--- src/rtl/multicycle_control.sv ---
// Control FSM for the multi-cycle ARM-subset datapath. Sequences each instruction
// through fetch/decode/execute/memory/writeback, owns the NZCV flag register and
// gates every architectural write on the instruction's condition code.
module multicycle_control (
    input  logic       clk_in,
    input  logic       reset_in,
    input  logic [1:0] op_in,
    input  logic [5:0] funct_in,
    input  logic [3:0] cond_in,
    input  logic [3:0] rd_in,
    input  logic [3:0] alu_flags_in,
    output logic [3:0] state_out,
    output logic [1:0] imm_src_out,
    output logic [1:0] reg_src_out,
    output logic       pc_write_out,
    output logic       ir_write_out,
    output logic       reg_write_out,
    output logic       mem_write_out,
    output logic       adr_src_out,
    output logic       alu_src_a_out,
    output logic [1:0] alu_src_b_out,
    output logic [1:0] alu_control_out,
    output logic [1:0] result_src_out,
    output logic [3:0] flags_out
);

    typedef enum logic [3:0] {
        StFetch    = 4'd0,
        StDecode   = 4'd1,
        StMemAdr   = 4'd2,
        StMemRead  = 4'd3,
        StMemWb    = 4'd4,
        StMemWrite = 4'd5,
        StExecR    = 4'd6,
        StExecI    = 4'd7,
        StAluWb    = 4'd8,
        StBranch   = 4'd9
    } state_e;

    state_e     state_q, state_d;
    logic [3:0] flags_q, flags_d;
    // Condition result latched at execute so writeback sees the pre-update flags.
    logic       exec_ok_q, exec_ok_d;

    logic [3:0] cmd;
    logic       cond_ok, cmd_ok, cmd_cv, cmd_cmp, wb_ok;
    logic [1:0] cmd_ctrl;
    logic       pc_en, ir_en, reg_en, mem_en;
    logic       flag_n, flag_z, flag_c, flag_v;

    assign cmd = funct_in[4:1];
    assign {flag_n, flag_z, flag_c, flag_v} = flags_q;

    // Condition code evaluation against the registered flags.
    always_comb begin
        cond_ok = 1'b0;
        case (cond_in)
            4'b0000: cond_ok = flag_z;
            4'b0001: cond_ok = !flag_z;
            4'b0010: cond_ok = flag_c;
            4'b0011: cond_ok = !flag_c;
            4'b0100: cond_ok = flag_n;
            4'b0101: cond_ok = !flag_n;
            4'b0110: cond_ok = flag_v;
            4'b0111: cond_ok = !flag_v;
            4'b1000: cond_ok = flag_c && !flag_z;
            4'b1001: cond_ok = !flag_c || flag_z;
            4'b1010: cond_ok = (flag_n == flag_v);
            4'b1011: cond_ok = (flag_n != flag_v);
            4'b1100: cond_ok = !flag_z && (flag_n == flag_v);
            4'b1101: cond_ok = flag_z || (flag_n != flag_v);
            4'b1110: cond_ok = 1'b1;
            default: cond_ok = 1'b0;
        endcase
    end

    // Data-processing command decode: ALU op, C/V update and CMP detection.
    always_comb begin
        cmd_ok   = 1'b1;
        cmd_ctrl = 2'b00;
        cmd_cv   = 1'b0;
        cmd_cmp  = 1'b0;
        case (cmd)
            4'b0100: begin cmd_ctrl = 2'b00; cmd_cv = 1'b1; end
            4'b0010: begin cmd_ctrl = 2'b01; cmd_cv = 1'b1; end
            4'b0000: cmd_ctrl = 2'b10;
            4'b1100: cmd_ctrl = 2'b11;
            4'b1010: begin cmd_ctrl = 2'b01; cmd_cv = 1'b1; cmd_cmp = 1'b1; end
            default: cmd_ok = 1'b0;
        endcase
    end

    assign wb_ok = exec_ok_q && cmd_ok && !cmd_cmp;

    // State, flag and latched-condition registers.
    always_ff @(posedge clk_in or posedge reset_in) begin
        if (reset_in) begin
            state_q   <= StFetch;
            flags_q   <= 4'b0000;
            exec_ok_q <= 1'b0;
        end else begin
            state_q   <= state_d;
            flags_q   <= flags_d;
            exec_ok_q <= exec_ok_d;
        end
    end

    // Next-state and per-state control decode.
    always_comb begin
        state_d         = StFetch;
        flags_d         = flags_q;
        exec_ok_d       = exec_ok_q;
        imm_src_out     = 2'b00;
        pc_en           = 1'b0;
        ir_en           = 1'b0;
        reg_en          = 1'b0;
        mem_en          = 1'b0;
        adr_src_out     = 1'b0;
        alu_src_a_out   = 1'b0;
        alu_src_b_out   = 2'b00;
        alu_control_out = 2'b00;
        result_src_out  = 2'b00;
        case (state_q)
            StFetch: begin
                ir_en          = 1'b1;
                pc_en          = 1'b1;
                alu_src_a_out  = 1'b1;
                alu_src_b_out  = 2'b10;
                result_src_out = 2'b10;
                state_d        = StDecode;
            end
            StDecode: begin
                alu_src_a_out  = 1'b1;
                alu_src_b_out  = 2'b10;
                result_src_out = 2'b10;
                case (op_in)
                    2'b00:   state_d = funct_in[5] ? StExecI : StExecR;
                    2'b01:   state_d = StMemAdr;
                    2'b10:   state_d = StBranch;
                    default: state_d = StFetch;
                endcase
            end
            StMemAdr: begin
                alu_src_b_out = 2'b01;
                imm_src_out   = 2'b01;
                state_d       = funct_in[0] ? StMemRead : StMemWrite;
            end
            StMemRead: begin
                adr_src_out = 1'b1;
                state_d     = StMemWb;
            end
            StMemWb: begin
                result_src_out = 2'b01;
                reg_en         = cond_ok;
                pc_en          = cond_ok && (rd_in == 4'd15);
            end
            StMemWrite: begin
                adr_src_out = 1'b1;
                mem_en      = cond_ok;
            end
            StExecR, StExecI: begin
                alu_src_b_out   = (state_q == StExecI) ? 2'b01 : 2'b00;
                alu_control_out = cmd_ctrl;
                exec_ok_d       = cond_ok;
                if (funct_in[0] && cond_ok && cmd_ok) begin
                    flags_d[3:2] = alu_flags_in[3:2];
                    if (cmd_cv) flags_d[1:0] = alu_flags_in[1:0];
                end
                state_d = StAluWb;
            end
            StAluWb: begin
                alu_control_out = cmd_ctrl;
                reg_en          = wb_ok;
                pc_en           = wb_ok && (rd_in == 4'd15);
            end
            StBranch: begin
                alu_src_b_out  = 2'b01;
                imm_src_out    = 2'b10;
                result_src_out = 2'b10;
                pc_en          = cond_ok;
            end
            default: state_d = StFetch;
        endcase
    end

    // Write enables are held off for as long as reset is asserted.
    assign pc_write_out  = pc_en && !reset_in;
    assign ir_write_out  = ir_en && !reset_in;
    assign reg_write_out = reg_en && !reset_in;
    assign mem_write_out = mem_en && !reset_in;

    assign reg_src_out = {(op_in == 2'b01) && !funct_in[0], (op_in == 2'b10)};
    assign state_out   = state_q;
    assign flags_out   = flags_q;

endmodule
--- config.mk ---
export PLATFORM = sky130hd
export DESIGN_NAME = multicycle_control
export DESIGN_NICKNAME = d
export VERILOG_FILES = /design/src/rtl/multicycle_control.sv
export SDC_FILE = /design/constraint.sdc
export NUM_CORES = 1
export LEC_CHECK = 0
export CORE_ASPECT_RATIO = 0.9
export CORE_MARGIN = 2
export CORE_UTILIZATION = 30
export DETAILED_ROUTE_END_ITERATION = 10
export SLEW_MARGIN = 20
export SYNTH_ARGS = -nofsm -noshare
export SYNTH_HDL_FRONTEND = slang
export SYNTH_SLANG_ARGS = --single-unit
export TNS_END_PERCENT = 1
--- constraint.sdc ---
create_clock -name clk_in -period 2.08 [get_ports clk_in]
set_input_delay 0.416 -clock clk_in [delete_from_list [all_inputs] [get_ports clk_in]]
set_output_delay 0.416 -clock clk_in [all_outputs]
set_load 0.01 [all_outputs]
==> flow_summary.toml, run 1 <==
[global_route]
track_usage = 0.1673
grt_pass1_wl_um = 4071
grt_pass1_vias = 840
grt_antenna_before_repair = 0
grt_max_degree = 14
grt.overflow.total = 0

[drt]
ant_nets = 0
routed_via_density = 4.658
firstDrtPassIters = 4
post_drt_wl_per_cell_um = 12.64
drt-total-wl_um = 2769
vias = 1020
drt-initial-drc-count = 13
drc_errors = 0

[logic_synthesis]
synth_seq_area_share = 0.2620
synth_compound_area_frac = 0.1892
synth_area_per_cell_um2 = 8.109
synth_simple_gate_area_frac = 0.3479
synth_xor_area_frac = 0.06114
synthesis.nets = 128
synth_seq_cells = 9
synth_mux_area_frac = 0.08443
synth_warnings = 0
netlist_area_um2 = 859.6
synth_top_family_by_area = "simple AND/OR/NAND/NOR gates"
synth_cells = 106
synthAdderAreaFrac = 0
synthDistinctLibCells = 36

[placed_design]
placement.io_buffers = 45
dpl-instance-area_um2 = 1574
finalWeightedCongestion = 0.7540
dp.final_hpwl_um = 2192
dp.cells = 211
place_ws_ns = -1.010

[floorplan]
fp.dieH_um = 54.78
die_x_um = 60.43
num_io_pins = 46
dieArea_um2 = 3310
rows = 18
coreArea_um2 = 2748
initial_core_util = 0.3128

[sta]
rsz0062_at_grt = "yes"
slew_headroom = 0.7850
final-hold-violation-count = 0
max_freq_ghz = 0.4290
finalWorstPathRequiredPeriod_ns = 2.331
finalCritPeriodShare = 1.121
worstMarginPinSlew_ns = 0.3192
setup_viol = 8
slew_violations = 0
finClkSkew_ns = 0.004796
setup_ws_ns = -0.2509

[worst_setup_path]
endpoint_kind = "output port"
r2r_cells = 7
r2r_slack_ns = -0.06
cp-start-kind = "register"
cp.arrival_ns = 1.91
r2r-end = "flags_out[2]"
endpoint = "reg_write_out"
crit_start = "flags_out[3]"
critical_path_required_ns = 1.66
critPathKind = "register to output port"
crit-reg2reg-launch = "flags_out[3]"
critPathMaxFanout = 4

[clock_tree]
cts_buffer_depth = 2
cts-root-buf = "clkbuf_4"
cts_max_level = 1
path_clk_slew_ns = 0.06
clk_latency_ns = 0.26
cts_buffers = 3
cts_tree = "yes"
cts.sinks = 9

[min_path]
whs_path_depth = 2
hold_class = "register to register"

[cells_and_area]
nets = 202
antenna_cells = 0
stdcell_area_um2 = 1674
layout-drive-gt1-share = 0.3575
syn_to_final_growth_pct = 94.76
final_cells = 219

[pwr]
ir_drop_mv = 0.4280
powerDensity_nw_per_um2 = 876.3
p_leak_nw = 0.7800

[job]
maxCapViolCount = 0

[status]
status = "finished with violations"
violations = "setup timing"
-- worst min path at each step --
stage | start | endpoint | slack [ns]
CTS | exec_ok_q | exec_ok_q | 0.52
global route | exec_ok_q | exec_ok_q | 0.56
detailed placement | exec_ok_q | exec_ok_q | 0.50
finish | exec_ok_q | exec_ok_q | 0.51
global placement | exec_ok_q | exec_ok_q | 0.52
floorplan | reset_in | exec_ok_q | 0.26
-- worst max-delay path: stages (launching register included) --
cell and delay (ns):
dfrtp_2 0.44, xor2_2 0.20, and4_4 0.17, o31a_1 0.28, nor3_4 0.28, o32ai_2 0.11
buf_2 0.15
-- synthesized netlist by cell type --
library cell  count  share of area
a21o_1            1         0.0087
a21oi_1           5          0.029
a31oi_1           1         0.0073
and4_2            1          0.012
buf_2             1         0.0058
buf_4             1         0.0087
clkbuf_1          4          0.017
clkbuf_2          1         0.0058
dfrtp_1           9           0.26
inv_1             3          0.013
inv_2             1         0.0044
mux2_2            2          0.026
mux2_4            2          0.035
mux2i_1           2          0.023
nand2_1           9          0.039
nand2b_1          8          0.058
nand3b_1          6          0.052
nand4_1           1         0.0073
nand4b_1          3          0.031
nor2_1            9          0.039
nor2b_1           3          0.022
nor3_1            4          0.023
nor3b_1           3          0.026
nor4_1            3          0.022
o21a_1            1         0.0087
o21ai_0           6          0.035
o2bb2ai_1         1          0.010
o311a_4           1          0.025
o311ai_2          1          0.019
o31a_1            1          0.010
o31ai_1           3          0.026
o32ai_1           1          0.010
or2_2             1         0.0073
or4_1             1         0.0087
xnor2_1           3          0.031
xor2_1            3          0.031
-- cell type report --
cell class	instances	area [um^2]
fill	257	1074
multi-input combinational	86	679.4
timing repair buffer	76	673.1
sequential	9	229.0
tap	40	50.05
clock buffer	3	22.52
inverter	4	15.01
clock inverter	1	5.005
-- cells by family (layout without fill, tap and decap cells) --
group	count (synthesis)	after routing
compound gates	22	22
xor+xnor	6	6
buf+inv	11	84
flops	9	9
mux	6	6
simple gates	52	52
-- stage by stage --
step	total power, mW	utilization	TNS (ns)	hold slack [ns]
finish	1.467	0.6093	-0.9500	0.5145
global route	1.574	0.6093	-1.379	0.5606
CTS	1.444	0.5938	-0.8916	0.5178
detailed placement	1.319	0.5729	-5.326	0.5029
global placement	1.304	0.5729	-5.004	0.5216
floorplan	0.7646	-	0	0.2600
-- state kept, by name, summed over array words and instances (netlist names) --
| signal | flops |
|---|---|
| state_out | 4 |
| flags_out | 4 |
| exec_ok_q | 1 |
-- metal layers --
layer	vias up	share of wire	GRT usage
met5	-	0	0
met4	0	0	0.04710
met3	0	0.034	0.01891
met2	19	0.45	0.2446
met1	472	0.52	0.2576
li1	529	-	-
-- power breakdown --
part	internal [mW]	leakage (nW)	switching, mW
Clock	0.0709	0.0177	0.0631
Sequential	0.236	0.114	0.0815
Combinational	0.557	0.648	0.459
-- what timing repair did --
action | 4_1_cts | 5_1_grt
hold endpoints to repair | 0 | 0
hold buffers | 0 | 0
resized for setup | 38 | 11
setup buffers | 1 | 3
pin swaps | 7 | 5
endpoints found under the setup margin | 18 | 12
-- cells in the final DEF, fill, tap and decap left out, types with 2 or more instances in the layout --
master / Yosys / layout
buf_4: 1 / 30
clkdlybuf4s50_1: 0 / 26
nand2_1: 9 / 9
nor2_1: 9 / 8
nand2b_1: 8 / 8
nand3b_1: 6 / 6
o21ai_0: 6 / 6
dfrtp_1: 9 / 6
dlygate4sd2_1: 0 / 6
a21oi_1: 5 / 5
dlymetal6s2s_1: 0 / 5
xnor2_1: 3 / 3
nor3b_1: 3 / 3
inv_1: 3 / 3
nand4b_1: 3 / 3
mux2_4: 2 / 3
clkbuf_4: 0 / 3
dfrtp_2: 0 / 3
clkdlybuf4s15_1: 0 / 3
buf_2: 1 / 3
nor2b_1: 3 / 2
xor2_1: 3 / 2
nor4_1: 3 / 2
nor3_1: 4 / 2
Power figures use the tool's default switching activity.
==> run 2: changes to the inputs <==
--- a/config.mk
+++ b/config.mk
@@ -9,6 +9,7 @@
 export CORE_MARGIN = 2
 export CORE_UTILIZATION = 30
 export DETAILED_ROUTE_END_ITERATION = 10
+export MAX_ROUTING_LAYER = met4
 export SLEW_MARGIN = 20
 export SYNTH_ARGS = -nofsm -noshare
 export SYNTH_HDL_FRONTEND = slang
==> flow_summary.toml, run 2 (synthesized netlist as in run 1, its figures left out) <==
[worst_setup_path]
cp.arrival_ns = 1.91
crit-reg2reg-launch = "flags_out[3]"
endpoint_kind = "output port"
critical_path_required_ns = 1.66
crit_start = "flags_out[3]"
r2r_slack_ns = -0.06
critPathKind = "register to output port"
critPathMaxFanout = 4
cp-start-kind = "register"

[min_path]
hold_class = "register to register"
hold_path_startpoint = "exec_ok_q"

[sta]
setup_ws_ns = -0.2509
max_freq_ghz = 0.4290
finalWorstPathRequiredPeriod_ns = 2.331
finalCritPeriodShare = 1.121
final-hold-violation-count = 0
tns_ns = -0.9500
finClkSkew_ns = 0.004796
rsz0062_at_grt = "yes"
slew_headroom = 0.7850
slew_violations = 0
worstMarginPinSlew_ns = 0.3192
setup_viol = 8

[drt]
drc_errors = 0
ant_nets = 0
post_drt_wl_per_cell_um = 12.67
routed_via_density = 4.671
firstDrtPassIters = 4
drt-total-wl_um = 2775
vias = 1023
drt-initial-drc-count = 13

[clock_tree]
cts_buffers = 3
cts_buffer_depth = 2
cts_tree = "yes"
cts-root-buf = "clkbuf_4"
cts.sinks = 9
cts_max_level = 1
cts_hold_buffers = 0
path_clk_slew_ns = 0.06
clk_latency_ns = 0.26

[pwr]
p_total_mw = 1.468
powerDensity_nw_per_um2 = 876.9
ir_drop_mv = 0.4280
p_leak_nw = 0.7800

[floorplan]
rows = 18
num_io_pins = 46
dieArea_um2 = 3310
die_x_um = 60.43
initial_core_util = 0.3128
fp.dieH_um = 54.78
coreArea_um2 = 2748

[global_route]
grt_antenna_before_repair = 0
grt_pass1_vias = 841
grt.overflow.total = 0
track_usage = 0.1721
grt_pass1_wl_um = 4077
grt_max_degree = 14

[placed_design]
dp.final_hpwl_um = 2192
placement.io_buffers = 45
dpl-instance-area_um2 = 1574
finalWeightedCongestion = 0.7638

[cells_and_area]
finish.utilization = 0.6093
antenna_cells = 0
nets = 202
stdcell_area_um2 = 1674
syn_to_final_growth_pct = 94.76
final_common_cell = "buf_4"
layout-drive-gt1-share = 0.3575
most-common-layout-cells = "buf_4 (30), clkdlybuf4s50_1 (26), nand2_1 (9)"

[status]
status = "finished with violations"
violations = "setup timing"

[job]
maxCapViolCount = 0
-- run 2: cell counts in the layout (fill, tap and decap cells not counted) --
Identical to the previous run, type by type.
-- run 2: final timing paths --
check                                     end  cells after the start
worst max-delay path            reg_write_out                      6
worst min-delay path                exec_ok_q                      2
worst max register to register   flags_out[2]                      7
worst min register to register      exec_ok_q                      2
max in group asynchronous        state_out[2]                      3
min in group asynchronous        flags_out[1]                      3
-- run 2: report_power, final --
part | total [mW] | internal (mW) | switching [mW]
sequential | 0.318 | 0.236 | 0.0815
combinational | 1.02 | 0.557 | 0.460
clock | 0.134 | 0.0709 | 0.0631
-- run 2: timing repair --
action | in CTS | in global routing
setup buffers | 1 | 3
hold endpoints to repair | 0 | 0
pin swaps | 7 | 5
resized for setup | 38 | 11
endpoints found under the setup margin | 18 | 12
-- run 2: critical path, stage by stage, from the launching register on --
cell,delay (ns)
dfrtp_2,0.44
xor2_2,0.20
and4_4,0.17
o31a_1,0.28
nor3_4,0.28
o32ai_2,0.11
buf_2,0.15
-- run 2: area by class of cell --
class,instances,area [um^2]
fill,257,1074
multi-input combinational,86,679.4
timing repair buffer,76,673.1
sequential,9,229.0
tap,40,50.05
clock buffer,3,22.52
inverter,4,15.01
clock inverter,1,5.005
-- run 2: stage by stage --
stage | worst slack [ns] | cells | hold WS (ns)
after floorplan | 0.005257 | 106 | 0.2600
after global placement | -0.9302 | 211 | 0.5216
after detailed placement | -1.010 | 211 | 0.5029
after CTS | -0.2446 | 216 | 0.5178
after global routing | -0.3069 | 219 | 0.5606
final | -0.2509 | 219 | 0.5145
-- run 2: routing by layer --
layer,vias to the layer above,track usage,part of all wire
met5,-,-,0
met4,0,0.04710,0
met3,0,0.01891,0.034
met2,19,0.2446,0.45
met1,475,0.2576,0.52
li1,529,-,-
